<file path="src/rtl/demux_1to2_stream_nbit_pkg.sv">
// Shared definitions for the 1-to-2 stream demultiplexer.
// Lane identifiers, the lane occupancy type and its update rule.
package demux_1to2_stream_nbit_pkg;

  localparam logic LANE0 = 1'b0;
  localparam logic LANE1 = 1'b1;

  typedef logic [1:0] lane_cnt_t;

  localparam lane_cnt_t LANE_EMPTY = 2'd0;
  localparam lane_cnt_t LANE_ONE   = 2'd1;
  localparam lane_cnt_t LANE_FULL  = 2'd2;

  // A simultaneous push and pop leaves the occupancy unchanged.
  function automatic lane_cnt_t lane_cnt_next(lane_cnt_t cnt, logic push, logic pop);
    lane_cnt_t nxt;
    unique case ({push, pop})
      2'b10:   nxt = lane_cnt_t'(cnt + 2'd1);
      2'b01:   nxt = lane_cnt_t'(cnt - 2'd1);
      default: nxt = cnt;
    endcase
    return nxt;
  endfunction

endpackage

</file>
<file path="src/rtl/demux_1to2_stream_nbit_if.sv">
// Handshake bundle for the demultiplexer: one input stream, two output lanes
// and the per-lane delivered-beat counters.
interface demux_1to2_stream_nbit_if #(
  parameter int N     = 8,
  parameter int CNT_W = 16
);

  logic             i_valid;
  logic             o_ready;
  logic [N-1:0]     i_data;
  logic             i_sel;
  logic             o_valid0;
  logic             i_ready0;
  logic [N-1:0]     o_data0;
  logic             o_valid1;
  logic             i_ready1;
  logic [N-1:0]     o_data1;
  logic [CNT_W-1:0] o_cnt0;
  logic [CNT_W-1:0] o_cnt1;

  modport master (
    output i_valid, i_data, i_sel, i_ready0, i_ready1,
    input  o_ready, o_valid0, o_data0, o_valid1, o_data1, o_cnt0, o_cnt1
  );

  modport slave (
    input  i_valid, i_data, i_sel, i_ready0, i_ready1,
    output o_ready, o_valid0, o_data0, o_valid1, o_data1, o_cnt0, o_cnt1
  );

endinterface

</file>
<file path="src/rtl/demux_1to2_stream_nbit_fifo2.sv">
// Two-entry lane buffer. The head register drives the lane output directly,
// so output data is registered and held while the consumer stalls.
module stream_fifo2_nbit
  import demux_1to2_stream_nbit_pkg::*;
#(
  parameter int N = 8
) (
  input  logic         clk,
  input  logic         rst_n,
  input  logic         push_i,
  input  logic [N-1:0] data_i,
  input  logic         pop_i,
  output logic         valid_o,
  output logic [N-1:0] head_o,
  output logic         full_o,
  output lane_cnt_t    cnt_o
);

  lane_cnt_t    cnt_q, cnt_d;
  logic         full_q;
  logic [N-1:0] head_q, head_d;
  logic [N-1:0] tail_q, tail_d;
  logic         push, pop;

  assign push = push_i & ~full_q;
  assign pop  = pop_i & (cnt_q != LANE_EMPTY);

  always_comb begin
    head_d = head_q;
    tail_d = tail_q;
    cnt_d  = lane_cnt_next(cnt_q, push, pop);
    unique case (cnt_q)
      LANE_EMPTY: if (push) head_d = data_i;
      LANE_ONE: begin
        // With push and pop together the incoming beat replaces the head.
        if (push && pop) head_d = data_i;
        else if (push)   tail_d = data_i;
      end
      LANE_FULL: if (pop) head_d = tail_q;
      default: ;
    endcase
  end

  always_ff @(posedge clk or negedge rst_n) begin
    if (!rst_n) begin
      cnt_q  <= LANE_EMPTY;
      full_q <= 1'b0;
      head_q <= '0;
      tail_q <= '0;
    end else begin
      cnt_q  <= cnt_d;
      full_q <= (cnt_d == LANE_FULL);
      head_q <= head_d;
      tail_q <= tail_d;
    end
  end

  assign valid_o = (cnt_q != LANE_EMPTY);
  assign head_o  = head_q;
  assign full_o  = full_q;
  assign cnt_o   = cnt_q;

endmodule

</file>
<file path="src/rtl/demux_1to2_stream_nbit_mux.sv">
// Plain 2-to-1 multiplexer, used for the input ready select.
module mux_2to1_nbit #(
  parameter int N = 1
) (
  input  logic         sel_i,
  input  logic [N-1:0] a_i,
  input  logic [N-1:0] b_i,
  output logic [N-1:0] y_o
);

  assign y_o = sel_i ? b_i : a_i;

endmodule

</file>
<file path="src/rtl/demux_1to2_stream_nbit.sv">
// Registered 1-to-2 stream demultiplexer with a two-entry buffer per lane
// and a wrapping delivered-beat counter per lane.
module demux_1to2_stream_nbit
  import demux_1to2_stream_nbit_pkg::*;
#(
  parameter int N     = 8,
  parameter int CNT_W = 16
) (
  input logic                   i_clk,
  input logic                   i_rst_n,
  demux_1to2_stream_nbit_if.slave bus
);

  logic             full0, full1;
  logic             ready;
  logic             push0, push1;
  logic             pop0, pop1;
  logic             valid0, valid1;
  logic [N-1:0]     head0, head1;
  lane_cnt_t        lane_cnt0, lane_cnt1;
  logic [CNT_W-1:0] cnt0_q, cnt0_d;
  logic [CNT_W-1:0] cnt1_q, cnt1_d;

  // Ready only looks at registered full flags, never at the consumer readies.
  mux_2to1_nbit #(.N(1)) u_ready_mux (
    .sel_i (bus.i_sel),
    .a_i   (~full0),
    .b_i   (~full1),
    .y_o   (ready)
  );

  assign push0 = bus.i_valid & ready & (bus.i_sel == LANE0);
  assign push1 = bus.i_valid & ready & (bus.i_sel == LANE1);
  assign pop0  = valid0 & bus.i_ready0;
  assign pop1  = valid1 & bus.i_ready1;

  stream_fifo2_nbit #(.N(N)) u_lane0 (
    .clk     (i_clk),
    .rst_n   (i_rst_n),
    .push_i  (push0),
    .data_i  (bus.i_data),
    .pop_i   (pop0),
    .valid_o (valid0),
    .head_o  (head0),
    .full_o  (full0),
    .cnt_o   (lane_cnt0)
  );

  stream_fifo2_nbit #(.N(N)) u_lane1 (
    .clk     (i_clk),
    .rst_n   (i_rst_n),
    .push_i  (push1),
    .data_i  (bus.i_data),
    .pop_i   (pop1),
    .valid_o (valid1),
    .head_o  (head1),
    .full_o  (full1),
    .cnt_o   (lane_cnt1)
  );

  always_comb begin
    cnt0_d = cnt0_q;
    cnt1_d = cnt1_q;
    if (pop0) cnt0_d = cnt0_q + 1'b1;
    if (pop1) cnt1_d = cnt1_q + 1'b1;
  end

  always_ff @(posedge i_clk or negedge i_rst_n) begin
    if (!i_rst_n) begin
      cnt0_q <= '0;
      cnt1_q <= '0;
    end else begin
      cnt0_q <= cnt0_d;
      cnt1_q <= cnt1_d;
    end
  end

  assign bus.o_ready  = ready;
  assign bus.o_valid0 = valid0;
  assign bus.o_data0  = head0;
  assign bus.o_valid1 = valid1;
  assign bus.o_data1  = head1;
  assign bus.o_cnt0   = cnt0_q;
  assign bus.o_cnt1   = cnt1_q;

  a_sel_known: assert property (@(posedge i_clk) disable iff (!i_rst_n)
    bus.i_valid |-> !$isunknown(bus.i_sel));

endmodule
</file>
<file path="src/flat_wrapper.sv">
// flat-port wrapper written by rule: the top's interface ports become plain ports
module demux_1to2_stream_nbit_flat import demux_1to2_stream_nbit_pkg::*;
#(
  parameter int N     = 8,
  parameter int CNT_W = 16
)
  (i_clk, i_rst_n, bus_i_valid, bus_i_data, bus_i_sel, bus_i_ready0, bus_i_ready1, bus_o_ready, bus_o_valid0, bus_o_data0, bus_o_valid1, bus_o_data1, bus_o_cnt0, bus_o_cnt1);
  demux_1to2_stream_nbit_if #(.N(N), .CNT_W(CNT_W)) bus_i ();
  input logic i_clk;
  input logic i_rst_n;
  input wire logic [$bits(bus_i.i_valid)-1:0] bus_i_valid;
  input wire logic [$bits(bus_i.i_data)-1:0] bus_i_data;
  input wire logic [$bits(bus_i.i_sel)-1:0] bus_i_sel;
  input wire logic [$bits(bus_i.i_ready0)-1:0] bus_i_ready0;
  input wire logic [$bits(bus_i.i_ready1)-1:0] bus_i_ready1;
  output wire logic [$bits(bus_i.o_ready)-1:0] bus_o_ready;
  output wire logic [$bits(bus_i.o_valid0)-1:0] bus_o_valid0;
  output wire logic [$bits(bus_i.o_data0)-1:0] bus_o_data0;
  output wire logic [$bits(bus_i.o_valid1)-1:0] bus_o_valid1;
  output wire logic [$bits(bus_i.o_data1)-1:0] bus_o_data1;
  output wire logic [$bits(bus_i.o_cnt0)-1:0] bus_o_cnt0;
  output wire logic [$bits(bus_i.o_cnt1)-1:0] bus_o_cnt1;
  assign bus_i.i_valid = bus_i_valid;
  assign bus_i.i_data = bus_i_data;
  assign bus_i.i_sel = bus_i_sel;
  assign bus_i.i_ready0 = bus_i_ready0;
  assign bus_i.i_ready1 = bus_i_ready1;
  assign bus_o_ready = bus_i.o_ready;
  assign bus_o_valid0 = bus_i.o_valid0;
  assign bus_o_data0 = bus_i.o_data0;
  assign bus_o_valid1 = bus_i.o_valid1;
  assign bus_o_data1 = bus_i.o_data1;
  assign bus_o_cnt0 = bus_i.o_cnt0;
  assign bus_o_cnt1 = bus_i.o_cnt1;
  demux_1to2_stream_nbit #(.N(N), .CNT_W(CNT_W)) u_core (.i_clk(i_clk), .i_rst_n(i_rst_n), .bus(bus_i));
endmodule
</file>
<file path="config.mk">
export PLATFORM = sky130hd
export DESIGN_NAME = demux_1to2_stream_nbit_flat
export DESIGN_NICKNAME = d
export VERILOG_FILES = /design/src/rtl/demux_1to2_stream_nbit_pkg.sv /design/src/rtl/demux_1to2_stream_nbit_if.sv /design/src/rtl/demux_1to2_stream_nbit_fifo2.sv /design/src/rtl/demux_1to2_stream_nbit_mux.sv /design/src/rtl/demux_1to2_stream_nbit.sv /design/src/flat_wrapper.sv
export SDC_FILE = /design/constraint.sdc
export NUM_CORES = 1
export LEC_CHECK = 0
export CORE_MARGIN = 1
export CORE_UTILIZATION = 30
export DETAILED_ROUTE_END_ITERATION = 8
export PLACE_DENSITY = 0.62
export SYNTH_ARGS = -nofsm -noshare
export SYNTH_HDL_FRONTEND = slang
export SYNTH_HIERARCHICAL = 1
export SYNTH_SLANG_ARGS = --single-unit
export TNS_END_PERCENT = 100
</file>
<file path="constraint.sdc">
create_clock -name i_clk -period 3.9 [get_ports i_clk]
set_input_delay 1.17 -clock i_clk [delete_from_list [all_inputs] [get_ports i_clk]]
set_output_delay 1.17 -clock i_clk [all_outputs]
set_load 0.05 [all_outputs]
</file>
==> results of run 1 <==
-- layout make-up --
type	instances	area share [%]
sequential	70	38.7
multi-input combinational	183	34.7
timing repair buffer	65	14.4
clock buffer	11	5.58
tap	140	3.87
clock inverter	5	1.80
inverter	12	0.995
-- routing by layer --
metal  up-vias  routed length [um]
met5         -                   0
met4         0                 154
met3        10                 262
met2        43                3070
met1      1071                3050
li1       1079                   -
-- cell usage after synthesis (all sizes together), types with 2 or more instances --
cell and n:
and2 2, and3 3, and4 2, buf 5, dfrtp 70, ha 10
inv 12, mux2 36, mux2i 11, nand2 24, nand2b 2, nand3 14
nand4 7, nor2 10, nor2b 4, nor3 4, nor4 3, o21ai 8
or2 2, xnor2 25, xor2 9
-- registers in the layout, indices dropped and copies added (netlist names), 2 cells and up --
name	count
u_core/bus.o_cnt0	16
u_core/bus.o_cnt1	16
u_core/u_lane0/head_o	8
u_core/u_lane0/tail_q	8
u_core/u_lane1/head_o	8
u_core/u_lane1/tail_q	8
u_core/u_lane0/cnt_o	2
u_core/u_lane1/cnt_o	2
-- worst max-delay path: cells and delay by family --
| family | cells | cell delay [ns] |
|---|---|---|
| mux | 1 | 0.32 |
| buf+inv | 2 | 0.70 |
-- stage by stage --
stage          setup WS [ns]  std cells  util (%)
6_report               0.531        486      41.2
5_1_grt                0.504        486      41.2
4_1_cts                0.529        486      41.2
3_5_place_dp           0.530        470      38.2
3_3_place_gp           0.545        470      38.2
2_1_floorplan           1.19        271         -
-- layout by cell type (no fill, tap or decap), drive strengths merged, types with 2 or more instances in the layout --
master,netlist,layout
clkinv,0,2
clkbuf,1,11
mux2i,11,11
and3,3,3
or2,2,2
nor2,10,10
xor2,9,9
buf,5,3
mux2,36,36
o21ai,8,8
xnor2,25,25
nand4,7,7
and4,2,2
nand3,14,14
clkdlybuf4s50,0,62
nand2b,2,2
bufinv,0,2
and2,2,2
inv,12,12
nor2b,4,4
nand2,24,24
nor4,3,3
dfrtp,70,70
nor3,4,4
ha,10,10
-- kinds of logic after synthesis --
kind of cell | share of synthesized area [%]
compound gates | 3.37
xor+xnor | 8.72
fa+ha+maj | 3.67
buf+inv | 2.71
flops | 51.3
mux | 16.1
simple gates | 14.1
-- report_power, final --
part | total [mW] | leakage, nW | internal (mW) | switching, mW
sequential | 1.20 | 0.888 | 0.985 | 0.215
clock | 0.889 | 0.162 | 0.594 | 0.294
combinational | 1.81 | 0.958 | 0.764 | 1.05
-- worst paths after layout --
check,from,endpoint,slack [ns],cells past startpoint
max reg2reg,u_core/u_lane1/cnt_o[0]$_DFF_PN0_,u_core/u_lane1/head_o[5]$_DFFE_PN0P_,1.35,7
min,u_core/bus.o_cnt1[15]$_DFFE_PN0P_,u_core/bus.o_cnt1[15]$_DFFE_PN0P_,0.47,1
min in group asynchronous,i_rst_n,u_core/bus.o_cnt1[7]$_DFFE_PN0P_,0.92,1
min reg2reg,u_core/bus.o_cnt1[15]$_DFFE_PN0P_,u_core/bus.o_cnt1[15]$_DFFE_PN0P_,0.47,1
max,bus_i_sel,bus_o_ready,0.53,3
max in group asynchronous,i_rst_n,u_core/u_lane1/tail_q[5]$_DFFE_PN0P_,2.33,2
==> flow_results.xml, run 1 <==
<?xml version="1.0" encoding="UTF-8"?>
<metrics>
  <group name="cells_and_area">
    <metric name="n_antenna_cell" unit="">0</metric>
    <metric name="area.sequential" unit="sq mm">0.00175</metric>
    <metric name="final_layout_size_suffix_gt1_share" unit="%">19.9</metric>
    <metric name="area_growth" unit="%">32.7</metric>
    <metric name="finish.instance_area" unit="sq mm">0.00453</metric>
    <metric name="multiInputGateArea" unit="sq mm">0.00157</metric>
    <metric name="layout.filler_cells" unit="">1048</metric>
    <metric name="design.final.nets" unit="">365</metric>
  </group>
  <group name="synth">
    <metric name="count_of_different_cell_masters_after_synthesis" unit="">40</metric>
    <metric name="syn_avg_cell_area" unit="sq um">12.6</metric>
    <metric name="synth_area_leader_cell" unit="">dfrtp_1</metric>
    <metric name="synthDominantCellAreaShare" unit="%">51.3</metric>
    <metric name="yosys_most_used_dff" unit="">dfrtp_1</metric>
    <metric name="async_flop_share" unit="%">100</metric>
    <metric name="mappedNetlistArea" unit="sq mm">0.00341</metric>
    <metric name="seq_area_frac_synth" unit="%">51.3</metric>
    <metric name="synth_top_cells_by_area" unit="">dfrtp_1, mux2_2, xnor2_1</metric>
    <metric name="post_synth_inst_count" unit="">271</metric>
    <metric name="synthesized_netlist_net_count" unit="">295</metric>
    <metric name="postSynthRegisterBits" unit="">70</metric>
    <metric name="synth_enable_flop_cells" unit="">0</metric>
    <metric name="synth-warning-count" unit="">6</metric>
  </group>
  <group name="critical_path">
    <metric name="worstPathCellList" unit="">clkdlybuf4s50_1 &gt; mux2_4 &gt; buf_4</metric>
    <metric name="setup.worst_path.end_class" unit="">output pin</metric>
    <metric name="worst_setup_path_start_kind" unit="">input pin</metric>
    <metric name="worstPathRequired" unit="ns">2.73</metric>
    <metric name="cp_max_fo" unit="">3</metric>
    <metric name="worstPathArrival" unit="ns">2.20</metric>
    <metric name="slowest_delay" unit="ns">0.51</metric>
    <metric name="crit_path_top_delay_cell" unit="">clkdlybuf4s50_1</metric>
    <metric name="critical_path_class" unit="">input pin to output pin</metric>
  </group>
  <group name="timing">
    <metric name="slew_headroom" unit="%">49.3</metric>
    <metric name="slew_violations" unit="">0</metric>
    <metric name="rsz0062_at_grt" unit="">no</metric>
    <metric name="fmax" unit="GHz">0.297</metric>
    <metric name="tightest_slew" unit="ns">0.761</metric>
    <metric name="worst_hold_slack" unit="ns">0.469</metric>
    <metric name="finalSetupTns" unit="ns">0</metric>
    <metric name="post-route-period-util" unit="%">86.4</metric>
    <metric name="setup-violations-final" unit="">0</metric>
    <metric name="fin_worst_skew" unit="ns">0.00769</metric>
    <metric name="hold_violations" unit="">0</metric>
    <metric name="shortest_period_the_worst_path_allows" unit="ns">3.37</metric>
  </group>
  <group name="grt">
    <metric name="first_global_vias" unit="">2281</metric>
    <metric name="initial_antenna_violation_count" unit="">0</metric>
    <metric name="gr-usage-met1" unit="%">16.5</metric>
    <metric name="grt_start_max_net_pins" unit="">39</metric>
    <metric name="global_route.usage.met2" unit="%">19.0</metric>
    <metric name="grt_remaining_overflow" unit="">0</metric>
    <metric name="grt_util_all_layers" unit="%">12.5</metric>
    <metric name="grt-busiest-layer" unit="">met2</metric>
    <metric name="grt_first_pass_wirelength" unit="mm">11.3</metric>
    <metric name="globalRouteMet3Util" unit="%">3.35</metric>
  </group>
  <group name="placed_design">
    <metric name="dp.final_hpwl" unit="mm">4.80</metric>
    <metric name="placedInstanceArea" unit="sq mm">0.00419</metric>
    <metric name="place.port_buffers" unit="">64</metric>
    <metric name="gp_routability_congestion" unit="">0.794</metric>
  </group>
  <group name="run">
    <metric name="max_cap_violations" unit="">0</metric>
  </group>
  <group name="power_and_ir_drop">
    <metric name="ir_drop" unit="uV">449</metric>
    <metric name="leakagePower" unit="nW">2.01</metric>
    <metric name="power.total" unit="mW">3.90</metric>
    <metric name="powerDensity" unit="mW/mm^2">862</metric>
  </group>
  <group name="floorplanning">
    <metric name="dieArea" unit="sq mm">0.0118</metric>
    <metric name="initial_utilization" unit="%">31.1</metric>
    <metric name="die_height" unit="um">109</metric>
    <metric name="chipWidth" unit="um">109</metric>
    <metric name="io_pins" unit="">65</metric>
    <metric name="rows" unit="">38</metric>
    <metric name="placeableCoreArea" unit="sq mm">0.0110</metric>
  </group>
  <group name="route">
    <metric name="detail_route.drc_violations" unit="">0</metric>
    <metric name="wirelength" unit="mm">6.54</metric>
    <metric name="wl_per_cell" unit="um">13.4</metric>
    <metric name="antenna_violating_nets_post_route" unit="">0</metric>
    <metric name="drt_pre_antenna_iters" unit="">4</metric>
    <metric name="vias_per_cell" unit="">4.53</metric>
    <metric name="initialDrtViolationCount" unit="">76</metric>
    <metric name="dr_total_vias" unit="">2203</metric>
  </group>
  <group name="clock_tree">
    <metric name="clk_transition_reported_paths" unit="ns">0.06</metric>
    <metric name="number_of_buffers_created_by_cts" unit="">9</metric>
    <metric name="ctsLongestPathBuffers" unit="">2</metric>
    <metric name="post_cts_buffers" unit="">0</metric>
    <metric name="insertion_delay_to_the_later_sink_of_the_worst_skew_pair" unit="ns">0.32</metric>
    <metric name="cts_sinks" unit="">70</metric>
    <metric name="quantity_of_gates_resized_following_cts" unit="">0</metric>
    <metric name="clock-root-buffer" unit="">clkbuf_16</metric>
    <metric name="tritoncts_clock_tree" unit="">yes</metric>
    <metric name="depth_of_the_cts_h_tree" unit="">3</metric>
    <metric name="count_of_hold_buffers_inserted_by_post_cts_repair" unit="">0</metric>
  </group>
  <group name="worst_hold_path">
    <metric name="worstHoldPathType" unit="">register to register</metric>
  </group>
  <group name="status">
    <metric name="status" unit="">finished clean</metric>
  </group>
</metrics>
Note: power is estimated with default switching activity, not from simulation.
==> inputs of run 2 (changes only) <==
CAP_MARGIN = 20   (was not set)
PLACE_DENSITY = 0.61   (was 0.62)
SKIP_CTS_REPAIR_TIMING = 1   (was not set)
==> flow_results.xml, run 2 (synthesis results as in run 1) <==
<?xml version="1.0" encoding="UTF-8"?>
<metrics>
  <group name="timing">
    <metric name="slew_violations" unit="">0</metric>
    <metric name="hold_violations" unit="">0</metric>
    <metric name="slew_headroom" unit="%">50.2</metric>
    <metric name="shortest_period_the_worst_path_allows" unit="ns">3.37</metric>
    <metric name="finalSetupTns" unit="ns">0</metric>
    <metric name="rsz0062_at_grt" unit="">no</metric>
    <metric name="tightest_slew" unit="ns">0.748</metric>
    <metric name="setup-violations-final" unit="">0</metric>
    <metric name="fin_worst_skew" unit="ns">0.00510</metric>
    <metric name="worst_hold_slack" unit="ns">0.466</metric>
    <metric name="fmax" unit="GHz">0.297</metric>
    <metric name="post-route-period-util" unit="%">86.3</metric>
  </group>
  <group name="power_and_ir_drop">
    <metric name="pwr-share-seq" unit="%">31.4</metric>
    <metric name="power.total" unit="mW">3.81</metric>
    <metric name="p_clk_share" unit="%">20.9</metric>
    <metric name="leakagePower" unit="nW">1.99</metric>
    <metric name="power.share.switching" unit="%">40.8</metric>
    <metric name="comb_power_share" unit="%">47.7</metric>
    <metric name="p_switching" unit="mW">1.56</metric>
    <metric name="ir_drop" unit="uV">382</metric>
    <metric name="cellInternalPower" unit="mW">2.25</metric>
    <metric name="powerDensity" unit="mW/mm^2">850</metric>
  </group>
  <group name="placed_design">
    <metric name="gp_routability_congestion" unit="">0.785</metric>
    <metric name="dpl.cell_count" unit="">471</metric>
    <metric name="dp.final_hpwl" unit="mm">4.85</metric>
    <metric name="place.port_buffers" unit="">64</metric>
  </group>
  <group name="cells_and_area">
    <metric name="n_antenna_cell" unit="">0</metric>
    <metric name="layout.cells.most_common_list" unit="">dfrtp_1, clkdlybuf4s50_1, mux2_2</metric>
    <metric name="mostFrequentLayoutCell" unit="">dfrtp_1</metric>
    <metric name="design.final.nets" unit="">366</metric>
    <metric name="fin_util" unit="%">40.8</metric>
    <metric name="final_cell_count_no_fill" unit="">486</metric>
    <metric name="area_growth" unit="%">31.2</metric>
    <metric name="final_layout_size_suffix_gt1_share" unit="%">19.9</metric>
    <metric name="layout.filler_cells" unit="">1081</metric>
  </group>
  <group name="critical_path">
    <metric name="crit_path_top_delay_cell" unit="">clkdlybuf4s50_1</metric>
    <metric name="worst_setup_path_start_kind" unit="">input pin</metric>
    <metric name="worst_path_dominant_cell_family" unit="">buffers and inverters</metric>
    <metric name="r2r_start" unit="">u_core/u_lane1/cnt_o[0]$_DFF_PN0_</metric>
    <metric name="worstPathCellList" unit="">clkdlybuf4s50_1 &gt; mux2_4 &gt; buf_4</metric>
    <metric name="worstPathArrival" unit="ns">2.20</metric>
    <metric name="timing.critical_path.from" unit="">bus_i_sel</metric>
    <metric name="setup.worst_path.end_class" unit="">output pin</metric>
    <metric name="slowest_delay" unit="ns">0.51</metric>
    <metric name="worstPathRequired" unit="ns">2.73</metric>
    <metric name="cp_max_fo" unit="">3</metric>
    <metric name="critical_path_buf_inv_count" unit="">2</metric>
    <metric name="critical_path_class" unit="">input pin to output pin</metric>
  </group>
  <group name="clock_tree">
    <metric name="insertion_delay_to_the_later_sink_of_the_worst_skew_pair" unit="ns">0.33</metric>
    <metric name="clock-root-buffer" unit="">clkbuf_16</metric>
    <metric name="depth_of_the_cts_h_tree" unit="">3</metric>
    <metric name="number_of_buffers_created_by_cts" unit="">9</metric>
    <metric name="ctsLongestPathBuffers" unit="">2</metric>
    <metric name="cts_sinks" unit="">70</metric>
    <metric name="clk_transition_reported_paths" unit="ns">0.06</metric>
    <metric name="tritoncts_clock_tree" unit="">yes</metric>
  </group>
  <group name="floorplanning">
    <metric name="initial_utilization" unit="%">31.1</metric>
    <metric name="chipWidth" unit="um">109</metric>
    <metric name="io_pins" unit="">65</metric>
    <metric name="rows" unit="">38</metric>
    <metric name="placeableCoreArea" unit="sq mm">0.0110</metric>
    <metric name="dieArea" unit="sq mm">0.0118</metric>
    <metric name="die_height" unit="um">109</metric>
  </group>
  <group name="status">
    <metric name="status" unit="">finished clean</metric>
  </group>
  <group name="route">
    <metric name="initialDrtViolationCount" unit="">46</metric>
    <metric name="vias_per_cell" unit="">4.60</metric>
    <metric name="detail_route.drc_violations" unit="">0</metric>
    <metric name="antenna_violating_nets_post_route" unit="">0</metric>
    <metric name="wl_per_cell" unit="um">13.8</metric>
    <metric name="wirelength" unit="mm">6.73</metric>
    <metric name="drt_pre_antenna_iters" unit="">4</metric>
    <metric name="dr_total_vias" unit="">2236</metric>
  </group>
  <group name="grt">
    <metric name="grt-busiest-layer" unit="">met2</metric>
    <metric name="gr-usage-met1" unit="%">17.0</metric>
    <metric name="grt_start_max_net_pins" unit="">34</metric>
    <metric name="global_route.usage.met2" unit="%">18.8</metric>
    <metric name="grt_first_pass_wirelength" unit="mm">11.2</metric>
    <metric name="first_global_vias" unit="">2267</metric>
    <metric name="grt_remaining_overflow" unit="">0</metric>
    <metric name="globalRouteMet3Util" unit="%">3.29</metric>
    <metric name="grt_util_all_layers" unit="%">12.7</metric>
    <metric name="initial_antenna_violation_count" unit="">0</metric>
  </group>
  <group name="worst_hold_path">
    <metric name="worstHoldPathType" unit="">register to register</metric>
    <metric name="hold_path.startpoint" unit="">u_core/bus.o_cnt1[15]$_DFFE_PN0P_</metric>
  </group>
  <group name="run">
    <metric name="max_cap_violations" unit="">0</metric>
  </group>
</metrics>
-- run 2: changes by cell type in the layout (fill, tap and decap cells not counted) --
cell | before | now
buf_12 | 1 | 0
buf_4 | 1 | 3
bufinv_16 | 2 | 1
clkbuf_8 | 2 | 1
clkinv_2 | 1 | 4
clkinv_4 | 1 | 0
clkinvlp_4 | 1 | 0
-- run 2: layout make-up --
cell class	instances	area, sq um	area share (%)
Clock buffer	10	239	5.34
Clock inverter	5	50.0	1.12
Inverter	12	45.0	1.01
Multi-Input combinational cell	183	1570	35.0
Sequential cell	70	1750	39.1
Tap cell	140	175	3.91
Timing Repair Buffer	66	648	14.5
-- run 2: metrics by stage --
step	instance area, sq um	setup WS, ns
finish	4480	0.534
global route	4480	0.501
CTS	4480	0.531
detailed placement	4190	0.532
global placement	4190	0.547
floorplan	3410	1.19
-- run 2: final timing paths --
kind	cells past startpoint	slack (ns)	to
max in group asynchronous	2	2.16	u_core/bus.o_cnt1[12]$_DFFE_PN0P_
hold / removal	1	0.47	u_core/bus.o_cnt1[15]$_DFFE_PN0P_
setup reg to reg	7	1.37	u_core/u_lane1/head_o[4]$_DFFE_PN0P_
hold reg to reg	1	0.47	u_core/bus.o_cnt1[15]$_DFFE_PN0P_
setup / recovery	3	0.53	bus_o_ready
min in group asynchronous	1	0.90	u_core/u_lane1/head_o[7]$_DFFE_PN0P_
-- run 2: metal layers --
layer | up-vias | wire length, um
met5 | - | 0
met4 | 0 | 142
met3 | 11 | 210
met2 | 40 | 3140
met1 | 1110 | 3240
li1 | 1075 | -
-- run 2: power by group through the flow --
stage          combinational (mW)  sequential [mW]  clock, mW
2_1_floorplan               0.916             1.65          0
5_1_grt                      1.95             1.24      0.853
4_1_cts                      1.84             1.20      0.820
3_5_place_dp                 1.83             1.21          0
3_3_place_gp                 1.80             1.20          0
6_report                     1.82             1.20      0.796
==> inputs of run 3 (changes only) <==
CAP_MARGIN = not set   (was 20)
HOLD_SLACK_MARGIN = 0.08   (was not set)
==> results of run 3 <==
The final DEF is identical to that of run 2; final timing and power are the same.
